==> src/rtl/fetch_unit_pkg.sv <==
// rtl/fetch_unit_pkg.sv - shared constants and state encoding for the IF stage
package fetch_unit_pkg;

   localparam int WORD_SIZE = 16;

   // RTYPE with func 6'h3F: the decoder treats it as no control
   localparam logic [15:0] INST_NOP = 16'hF03F;

   typedef enum logic [1:0] {
      S_REQ   = 2'd0,
      S_HOLD  = 2'd1,
      S_DRAIN = 2'd2,
      S_HALT  = 2'd3
   } fetch_state_t;

endpackage

==> src/rtl/fetch_unit.sv <==
// rtl/fetch_unit.sv - IF stage: PC/IR, memory request FSM, hold buffer, counters
// Optional memory-bubble counter output num_bubble under FETCH_BUBBLE_CNT_EN.
module fetch_unit #(
   parameter int               WORD_SIZE = 16,
   parameter logic [15:0]      RESET_PC  = 16'h0000
) (
   input  logic                 clk,
   input  logic                 reset,
   output logic                 i_readM,
   output logic [WORD_SIZE-1:0] i_address,
   input  logic [WORD_SIZE-1:0] i_data,
   input  logic                 i_ready,
   input  logic                 pc_write,
   input  logic                 ir_write,
   input  logic                 flush_if,
   input  logic                 incr_num_inst,
   input  logic                 redirect,
   input  logic [WORD_SIZE-1:0] redirect_pc,
   input  logic                 halt,
   output logic [WORD_SIZE-1:0] ir,
   output logic [WORD_SIZE-1:0] pc_id,
   output logic [WORD_SIZE-1:0] pc_plus1_id,
   output logic [WORD_SIZE-1:0] num_inst
`ifdef FETCH_BUBBLE_CNT_EN
   ,
   output logic [WORD_SIZE-1:0] num_bubble
`endif
);

   import fetch_unit_pkg::*;

   fetch_state_t         r_state, w_state_n;
   logic [WORD_SIZE-1:0] r_pc, w_pc_n;
   logic [WORD_SIZE-1:0] r_req_addr, w_req_n;
   logic [WORD_SIZE-1:0] r_ir, w_ir_n;
   logic [WORD_SIZE-1:0] r_pc_id, w_pc_id_n;
   logic [WORD_SIZE-1:0] r_hold, w_hold_n;
   logic                 r_halt_pend, w_halt_pend_n;
   logic [WORD_SIZE-1:0] r_num_inst;
   logic                 w_advance;
   logic                 w_inflight;

   assign w_advance  = pc_write & ir_write;
   assign w_inflight = (r_state == S_REQ) || (r_state == S_DRAIN);

   always_ff @(posedge clk or posedge reset) begin
      if (reset) begin
         r_state     <= S_REQ;
         r_pc        <= RESET_PC;
         r_req_addr  <= RESET_PC;
         r_ir        <= INST_NOP;
         r_pc_id     <= '0;
         r_hold      <= '0;
         r_halt_pend <= 1'b0;
      end else begin
         r_state     <= w_state_n;
         r_pc        <= w_pc_n;
         r_req_addr  <= w_req_n;
         r_ir        <= w_ir_n;
         r_pc_id     <= w_pc_id_n;
         r_hold      <= w_hold_n;
         r_halt_pend <= w_halt_pend_n;
      end
   end

   always_comb begin
      w_state_n     = r_state;
      w_pc_n        = r_pc;
      w_req_n       = r_req_addr;
      w_ir_n        = r_ir;
      w_pc_id_n     = r_pc_id;
      w_hold_n      = r_hold;
      w_halt_pend_n = r_halt_pend;
      if (r_state == S_HALT) begin
         w_ir_n = INST_NOP;
      end else if (redirect) begin
         // An unfinished request must complete before the new address is issued
         w_pc_n        = redirect_pc;
         w_ir_n        = INST_NOP;
         w_halt_pend_n = 1'b0;
         if (w_inflight && !i_ready) begin
            w_state_n = S_DRAIN;
         end else begin
            w_req_n   = redirect_pc;
            w_state_n = S_REQ;
         end
      end else if (r_state == S_DRAIN) begin
         w_ir_n = INST_NOP;
         if (halt && !flush_if)
            w_halt_pend_n = 1'b1;
         if (i_ready) begin
            w_req_n   = r_pc;
            w_state_n = (r_halt_pend || (halt && !flush_if)) ? S_HALT : S_REQ;
         end
      end else if (flush_if) begin
         w_ir_n = INST_NOP;
      end else if (halt) begin
         w_ir_n = INST_NOP;
         if (r_state == S_REQ && !i_ready) begin
            w_state_n     = S_DRAIN;
            w_halt_pend_n = 1'b1;
         end else begin
            w_state_n = S_HALT;
         end
      end else if (r_state == S_REQ) begin
         if (i_ready && w_advance) begin
            w_ir_n    = i_data;
            w_pc_id_n = r_pc;
            w_pc_n    = r_pc + 1'b1;
            w_req_n   = r_pc + 1'b1;
         end else if (i_ready) begin
            w_hold_n  = i_data;
            w_state_n = S_HOLD;
         end else if (w_advance) begin
            w_ir_n = INST_NOP;
         end
      end else if (w_advance) begin
         w_ir_n    = r_hold;
         w_pc_id_n = r_pc;
         w_pc_n    = r_pc + 1'b1;
         w_req_n   = r_pc + 1'b1;
         w_state_n = S_REQ;
      end
   end

   always_ff @(posedge clk or posedge reset) begin
      if (reset)
         r_num_inst <= '0;
      else if (incr_num_inst)
         r_num_inst <= r_num_inst + 1'b1;
   end

`ifdef FETCH_BUBBLE_CNT_EN
   logic [WORD_SIZE-1:0] r_num_bubble;

   always_ff @(posedge clk or posedge reset) begin
      if (reset)
         r_num_bubble <= '0;
      else if (r_state == S_REQ && w_advance && !i_ready && !redirect && !flush_if)
         r_num_bubble <= r_num_bubble + 1'b1;
   end

   assign num_bubble = r_num_bubble;
`endif

`ifndef SYNTHESIS
   a_hazard_match: assert property (@(posedge clk) disable iff (reset) pc_write == ir_write);
`endif

   assign i_readM     = !reset && w_inflight;
   assign i_address   = r_req_addr;
   assign ir          = r_ir;
   assign pc_id       = r_pc_id;
   assign pc_plus1_id = r_pc_id + 1'b1;
   assign num_inst    = r_num_inst;

endmodule

==> config.mk <==
export PLATFORM = sky130hd
export DESIGN_NAME = fetch_unit
export DESIGN_NICKNAME = d
export VERILOG_FILES = /design/src/rtl/fetch_unit_pkg.sv /design/src/rtl/fetch_unit.sv
export SDC_FILE = /design/constraint.sdc
export NUM_CORES = 1
export LEC_CHECK = 0
export BUFFER_PORTS_ARGS = -buffer_cell sky130_fd_sc_hd__buf_2
export CELL_PAD_IN_SITES_DETAIL_PLACEMENT = 0
export CELL_PAD_IN_SITES_GLOBAL_PLACEMENT = 2
export CORE_ASPECT_RATIO = 1.4
export CORE_MARGIN = 3
export CORE_UTILIZATION = 34
export DETAILED_ROUTE_END_ITERATION = 10
export HOLD_SLACK_MARGIN = 0.06
export PLACE_DENSITY = 0.78
export SKIP_LAST_GASP = 1
export SLEW_MARGIN = 20
export SYNTH_ARGS = -nofsm -noshare
export SYNTH_HDL_FRONTEND = slang
export SYNTH_SLANG_ARGS = --single-unit
==> constraint.sdc <==
create_clock -name clk -period 4.4 [get_ports clk]
set_input_delay 0.88 -clock clk [delete_from_list [all_inputs] [get_ports clk]]
set_output_delay 0.88 -clock clk [all_outputs]
set_load 0.005 [all_outputs]
# Yosys cells after proc, flatten, opt, wreduce, memory -nomap -nowiden
# Cells that the tools add are included.
# word_totals
in_bits,41
output_inout_bits,81
reg_bits,99
elab_cells,102
# op_classes
n_bitwise,7
mux,42
n_eq_ne,16
n_reduce_logical,26
addsub,3
# op_table
operator,count
two-way mux 16 bit,24
"adder 16 x 1 -> 16 bit, second input constant",3
two-way mux 2 bit,11
AND reduction 7 bit,2
nonzero test 7 bit,2
AND reduction 6 bit,2
"inequality test 3 x 2 -> 1 bit, second input constant",3
nonzero test 3 bit,3
"inequality test 8 x 5 -> 1 bit, second input constant",1
AND reduction 8 bit,1
two-way mux 1 bit,7
"inequality test 2 bit, second input constant",3
"inequality test 6 x 5 -> 1 bit, second input constant",1
inverter 1 bit,6
logical AND 1 bit,5
"inequality test 5 bit, second input constant",1
AND reduction 5 bit,1
nonzero test 5 bit,1
"equality test 2 bit, second input constant",2
"inequality test 2 x 1 -> 1 bit, second input constant",2
"inequality test 4 x 2 -> 1 bit, second input constant",1
nonzero test 4 bit,1
zero test 1 bit,3
"inequality test 3 x 1 -> 1 bit, second input constant",1
other kinds (6),7

# Longest topological paths before layout
# depth
ltp_word,10
ltp_mapped,9
ltp_nobuf,6

# Worst setup path after synthesis
# No wires, ideal clock.
# synth_timing
kind,input -> register
start,input flush_if
end,"register r_pc_id[4], in the netlist pc_id[4]"
required_ns,4.272
path_slack_ns,2.144
path_stages,6
arrival_time_ns,2.129
n_path_buf,2
setup_ns,0.128
cell_sequence,buf_2 -> nor2_2 -> nand2_2 -> nor3_4 -> buf_6 -> mux2_1
# synth_between
elab_chain_len,2
# synth_lines
element,line,source
from (decl),fetch_unit.sv:15,"input logic flush_if,"
inverter 1 bit (no source line),--,
AND reduction 7 bit (no source line),--,
to (signal assigned),fetch_unit.sv:60,r_pc_id <= w_pc_id_n;
to (decl),fetch_unit.sv:36,"logic [WORD_SIZE-1:0] r_pc_id, w_pc_id_n;"
# No other way between the ends.
# A chain may end at the register's enable or synchronous reset.

# Final worst setup path
# layout_timing
start,"register r_pc_id[2], in the netlist pc_id[2]"
end,output pc_plus1_id[15]
# layout_between
elab_chain_len,1
# layout_lines
element,line,source
adder 16 x 1 -> 16 bit,fetch_unit.sv:154,assign pc_plus1_id = r_pc_id + 1'b1;
to (decl),fetch_unit.sv:22,"output logic [WORD_SIZE-1:0] pc_plus1_id,"
# No other way between the ends.

==> flow_summary.html <==
<table>
<tr><th>Metric</th><th>Value</th></tr>
<tr><th colspan="2">Logic synthesis</th></tr>
<tr><td>Mux contribution to synthesized area</td><td>~8.6%</td></tr>
<tr><td>Flip-flop cell with the highest count after synthesis</td><td>sky130_fd_sc_hd__dfrtp_1</td></tr>
<tr><td>Async set or reset register ratio after synthesis</td><td>100.0%</td></tr>
<tr><td>Cell types with the largest area share after synthesis</td><td>sky130_fd_sc_hd__dfrtp_1, sky130_fd_sc_hd__mux2_2, sky130_fd_sc_hd__dfstp_2</td></tr>
<tr><td>Main combinational cell family by area after synthesis</td><td>simple AND/OR/NAND/NOR gates</td></tr>
<tr><td>Synth Area in Compound Gates</td><td>approximately 15%</td></tr>
<tr><td>Cell area after technology mapping</td><td>roughly 0.0053 mm^2</td></tr>
<tr><td>Post-Syn Instances</td><td>521</td></tr>
<tr><td>Register bit count reported by yosys</td><td>slightly below 100</td></tr>
<tr><td>Proportion of synthesized chip area in sequential cells</td><td>approximately 47%</td></tr>
<tr><td>Warnings, synthesis</td><td>0</td></tr>
<tr><td>Largest area contributor in the netlist</td><td>sky130_fd_sc_hd__dfrtp_1</td></tr>
<tr><td>XOR/XNOR Fraction of Synth Area</td><td>about 7.2%</td></tr>
<tr><td>Count of cell types in the netlist</td><td>60</td></tr>
<tr><td>Avg Synthesized Cell Area</td><td>10.20 um^2</td></tr>
<tr><td>Fraction of synthesized cell area taken by the top area cell type</td><td>41.89%</td></tr>
<tr><td>Post-synthesis adder-cell area fraction</td><td>less than 1%</td></tr>
<tr><td>Number of enable-type register cells in the synthesized netlist</td><td>0</td></tr>
<tr><td>Post-synth net total</td><td>565</td></tr>
<tr><td>Post-Synth Simple-Gate Area</td><td>17.27%</td></tr>
<tr><th colspan="2">Placed design</th></tr>
<tr><td>Number of port buffers</td><td>approximately 120</td></tr>
<tr><td>Global placement routability congestion</td><td>0.8113</td></tr>
<tr><td>Place WS</td><td>~1.5 ns</td></tr>
<tr><td>Placed cells</td><td>806</td></tr>
<tr><td>Sum of net half-perimeters after detailed placement</td><td>approximately 10000 um</td></tr>
<tr><th colspan="2">Clocking</th></tr>
<tr><td>TritonCTS clock tree</td><td>yes</td></tr>
<tr><td>Gates resized, CTS repair</td><td>0</td></tr>
<tr><td>CTS Root Cell</td><td>sky130_fd_sc_hd__clkbuf_16</td></tr>
<tr><td>H-tree levels</td><td>3</td></tr>
<tr><td>Clock transition at the register clock pins on the worst setup and hold paths after CTS</td><td>about 0.070 ns</td></tr>
<tr><td>Number of buffers added by the clock tree synthesis step</td><td>9</td></tr>
<tr><td>Setup bufs post-CTS</td><td>0</td></tr>
<tr><td>Cts-stage hold buffer count</td><td>0</td></tr>
<tr><td>Buffer depth of the longest clock path</td><td>2</td></tr>
<tr><td>Clock tree sinks</td><td>99</td></tr>
<tr><td>Clock latency at the later pin of the worst-skew pair</td><td>0.34 ns</td></tr>
<tr><th colspan="2">Job</th></tr>
<tr><td>MaxCap Viol Count</td><td>0</td></tr>
<tr><th colspan="2">Power and ir drop</th></tr>
<tr><td>Reported leakage power</td><td>2.908 nW</td></tr>
<tr><td>Power per unit of standard cell area</td><td>577.6 mW/mm^2</td></tr>
<tr><td>Sum of internal, switching and leakage power</td><td>~3.6 mW</td></tr>
<tr><td>Largest vdd supply drop</td><td>~220 uV</td></tr>
<tr><th colspan="2">Timing</th></tr>
<tr><td>Worst Max-Slew Pin Slew</td><td>~0.84 ns</td></tr>
<tr><td>Worst hold slack after final layout</td><td>0.4745 ns</td></tr>
<tr><td>Final max-slew violation count</td><td>0</td></tr>
<tr><td>Final setup violating endpoints</td><td>0</td></tr>
<tr><td>Final worst-path cycle share</td><td>~64%</td></tr>
<tr><td>Min Tclk post-route</td><td>approximately 2.8 ns</td></tr>
<tr><td>Total negative slack for setup checks</td><td>0 ns</td></tr>
<tr><td>Setup repair after global routing missed its margin</td><td>no</td></tr>
<tr><td>Clock skew</td><td>about 0.007 ns</td></tr>
<tr><td>Min setup slack post-route</td><td>roughly 1.6 ns</td></tr>
<tr><td>Number of hold violations in the final report</td><td>0</td></tr>
<tr><td>F_max</td><td>between 300 and 400 MHz</td></tr>
<tr><td>Relative slew slack</td><td>between 40% and 50%</td></tr>
<tr><th colspan="2">Floorplanning</th></tr>
<tr><td>Width of the chip</td><td>roughly 110 um</td></tr>
<tr><td>Die height</td><td>roughly 150 um</td></tr>
<tr><td>Ports placed on the boundary</td><td>122</td></tr>
<tr><td>Initial cell density of the core</td><td>35.01%</td></tr>
<tr><td>Total core area</td><td>about 0.015 mm^2</td></tr>
<tr><td>Die area</td><td>between 0.015 and 0.02 mm^2</td></tr>
<tr><td>Std cell rows</td><td>53</td></tr>
<tr><th colspan="2">GRT</th></tr>
<tr><td>Met2 layer usage reported by global route</td><td>28.73%</td></tr>
<tr><td>Met3 GRT Util</td><td>approximately 3.7%</td></tr>
<tr><td>Number of global-route vias before repair</td><td>between 4000 and 5000</td></tr>
<tr><td>Number of antenna violations at the first check in global routing</td><td>0</td></tr>
<tr><td>GR Util All Layers</td><td>16.39%</td></tr>
<tr><td>GR peak layer</td><td>met2</td></tr>
<tr><td>Wire length of the first global-routing pass</td><td>roughly 23000 um</td></tr>
<tr><td>Total overflow reported by the global router</td><td>0</td></tr>
<tr><td>Largest net degree at the start of global routing</td><td>56</td></tr>
<tr><td>Global-route met1 utilization</td><td>approximately 19%</td></tr>
<tr><th colspan="2">Finish</th></tr>
<tr><td>Non-filler cells in the finished layout</td><td>between 800 and 900</td></tr>
<tr><td>Count of antenna diodes in the layout</td><td>0</td></tr>
<tr><td>P&amp;R area growth vs syn</td><td>18.78%</td></tr>
<tr><td>Share of cells above drive strength 1</td><td>roughly a third</td></tr>
<tr><td>Filler cells</td><td>1517</td></tr>
<tr><td>Final net count</td><td>669</td></tr>
<tr><th colspan="2">Setup path</th></tr>
<tr><td>Slowest stage cell on the critical path</td><td>sky130_fd_sc_hd__dfrtp_1</td></tr>
<tr><td>Required time of the critical path</td><td>between 3 and 4 ns</td></tr>
<tr><td>Endpoint type of the worst setup path</td><td>output port</td></tr>
<tr><td>Worst EP arrival</td><td>1.95 ns</td></tr>
<tr><td>Cells traversed along the worst timing path</td><td>and3_1, and3_1, nand3_1, nor2_1, xor2_1, buf_2</td></tr>
<tr><td>Setup slack of the most critical reg-to-reg path</td><td>approximately 1.9 ns</td></tr>
<tr><td>Critical path class</td><td>flip-flop to output port</td></tr>
<tr><td>Type of origin of the critical path</td><td>flip-flop</td></tr>
<tr><td>Number of cells on the worst reg-to-reg path</td><td>5</td></tr>
<tr><td>CP most frequent cell</td><td>sky130_fd_sc_hd__and3_1</td></tr>
<tr><td>Crit path max fanout</td><td>6</td></tr>
<tr><td>Peak per-stage delay on the critical path</td><td>about 0.43 ns</td></tr>
<tr><th colspan="2">Drt</th></tr>
<tr><td>Detailed router's first-iteration violation count</td><td>approximately 170</td></tr>
<tr><td>Routed WL</td><td>13930 um</td></tr>
<tr><td>Via count normalized by instance count</td><td>between 5 and 6</td></tr>
<tr><td>Routed via count</td><td>4273</td></tr>
<tr><td>Average routed wire per standard cell</td><td>about 17 um</td></tr>
<tr><td>Post-route DRC violation count</td><td>0</td></tr>
<tr><td>Count of nets left with antenna violations after detail routing</td><td>0</td></tr>
<tr><td>Number of iterations in the first detailed-routing pass</td><td>4</td></tr>
<tr><th colspan="2">Run status</th></tr>
<tr><td>Status</td><td>finished, final reports clean</td></tr>
<tr><th colspan="2">Min path</th></tr>
<tr><td>Cell depth of the worst min-delay path</td><td>1</td></tr>
<tr><td>Min-delay worst type</td><td>flip-flop to flip-flop</td></tr>
</table>
-- per-stage QoR --
step	cell area, um^2	utilization (%)
final	6315	41.58
after CTS	6315	41.58
after floorplan	5316	-
after global routing	6315	41.58
after detailed placement	6012	39.59
after global placement	6012	39.59
-- registers in the layout, indices dropped and copies added (netlist names) --
name	flops
r_hold	16
r_halt_pend	1
pc_id	16
i_address	16
ir	16
r_pc	16
num_inst	16
r_state	2
-- worst max-delay path, delay by kind of cell (launching register included) --
kind / cells / cell delay (ns)
xor+xnor: 1 / 0.19
simple gates: 4 / 0.85
flops: 1 / 0.43
buf+inv: 1 / 0.14
-- cell usage after synthesis, types with 6 or more instances --
master	n
sky130_fd_sc_hd__nand3_1	19
sky130_fd_sc_hd__buf_2	14
sky130_fd_sc_hd__o22ai_1	12
sky130_fd_sc_hd__o21ai_0	32
sky130_fd_sc_hd__mux2i_1	8
sky130_fd_sc_hd__a22oi_1	10
sky130_fd_sc_hd__xnor2_1	27
sky130_fd_sc_hd__nor2_1	35
sky130_fd_sc_hd__mux2_1	8
sky130_fd_sc_hd__dfstp_2	10
sky130_fd_sc_hd__mux2_2	24
sky130_fd_sc_hd__dfrtp_1	89
sky130_fd_sc_hd__nand2b_1	6
sky130_fd_sc_hd__inv_1	10
sky130_fd_sc_hd__and3_1	9
sky130_fd_sc_hd__a21oi_1	21
sky130_fd_sc_hd__nor3_1	8
sky130_fd_sc_hd__xor2_1	17
sky130_fd_sc_hd__nand2_1	56
sky130_fd_sc_hd__clkbuf_1	9
sky130_fd_sc_hd__nand4_1	12
-- layout make-up --
type / instances / area (um^2) / share of cell area (%)
clock buffers: 10 / 239.0 / 3.784
clock inverters: 6 / 63.81 / 1.011
inverters: 10 / 40.04 / 0.6340
multi-input cells: 379 / 2599 / 41.15
flip-flops and latches: 99 / 2490 / 39.43
well taps: 192 / 240.2 / 3.804
repair buffers: 126 / 643.1 / 10.18
-- placed cells by master (no fill, tap or decap), types with 6 or more instances in the layout --
cell type,n
sky130_fd_sc_hd__inv_1,9
sky130_fd_sc_hd__dfstp_2,10
sky130_fd_sc_hd__dfrtp_1,89
sky130_fd_sc_hd__mux2_2,24
sky130_fd_sc_hd__o21ai_0,32
sky130_fd_sc_hd__nand2_1,56
sky130_fd_sc_hd__o22ai_1,12
sky130_fd_sc_hd__mux2_1,8
sky130_fd_sc_hd__a21oi_1,21
sky130_fd_sc_hd__xnor2_1,27
sky130_fd_sc_hd__nand4_1,12
sky130_fd_sc_hd__and3_1,9
sky130_fd_sc_hd__a22oi_1,10
sky130_fd_sc_hd__nand3_1,19
sky130_fd_sc_hd__mux2i_1,8
sky130_fd_sc_hd__clkbuf_16,9
sky130_fd_sc_hd__nor2_1,35
sky130_fd_sc_hd__xor2_1,17
sky130_fd_sc_hd__buf_2,121
sky130_fd_sc_hd__nor3_1,8
sky130_fd_sc_hd__nand2b_1,6
-- power breakdown --
part           switching (mW)  internal (mW)  leakage (nW)
clock network           0.350          0.457         0.145
registers               0.390           1.22          1.24
logic                   0.625          0.604          1.53
-- layer usage --
metal / share of wire (%) / up-vias
met1: 42 / 2051
li1: - / 2080
met3: 5.3 / 20
met5: 0 / -
met2: 50 / 122
met4: 2.1 / 0
-- kinds of logic after synthesis --
kind of cell / count (synthesis)
xor gates and xnor gates: 44
muxes: 41
adders and majority gates: 3
and+or+nand+nor: 172
DFF: 99
buffers and inverters: 43
AOI/OAI and AO/OA: 119
-- worst paths after layout --
path	from	end
min in group asynchronous	reset	ir[6]$_DFFE_PP0P_
setup / recovery	pc_id[2]$_DFFE_PP0P_	pc_plus1_id[15]
setup reg to reg	r_state[1]$_DFFE_PP0P_	i_address[12]$_DFFE_PP0P_
hold / removal	num_inst[15]$_DFFE_PP0P_	num_inst[15]$_DFFE_PP0P_
max in group asynchronous	reset	ir[12]$_DFFE_PP1P_
hold reg to reg	num_inst[15]$_DFFE_PP0P_	num_inst[15]$_DFFE_PP0P_
No activity file was read; power rests on OpenSTA's default activity.
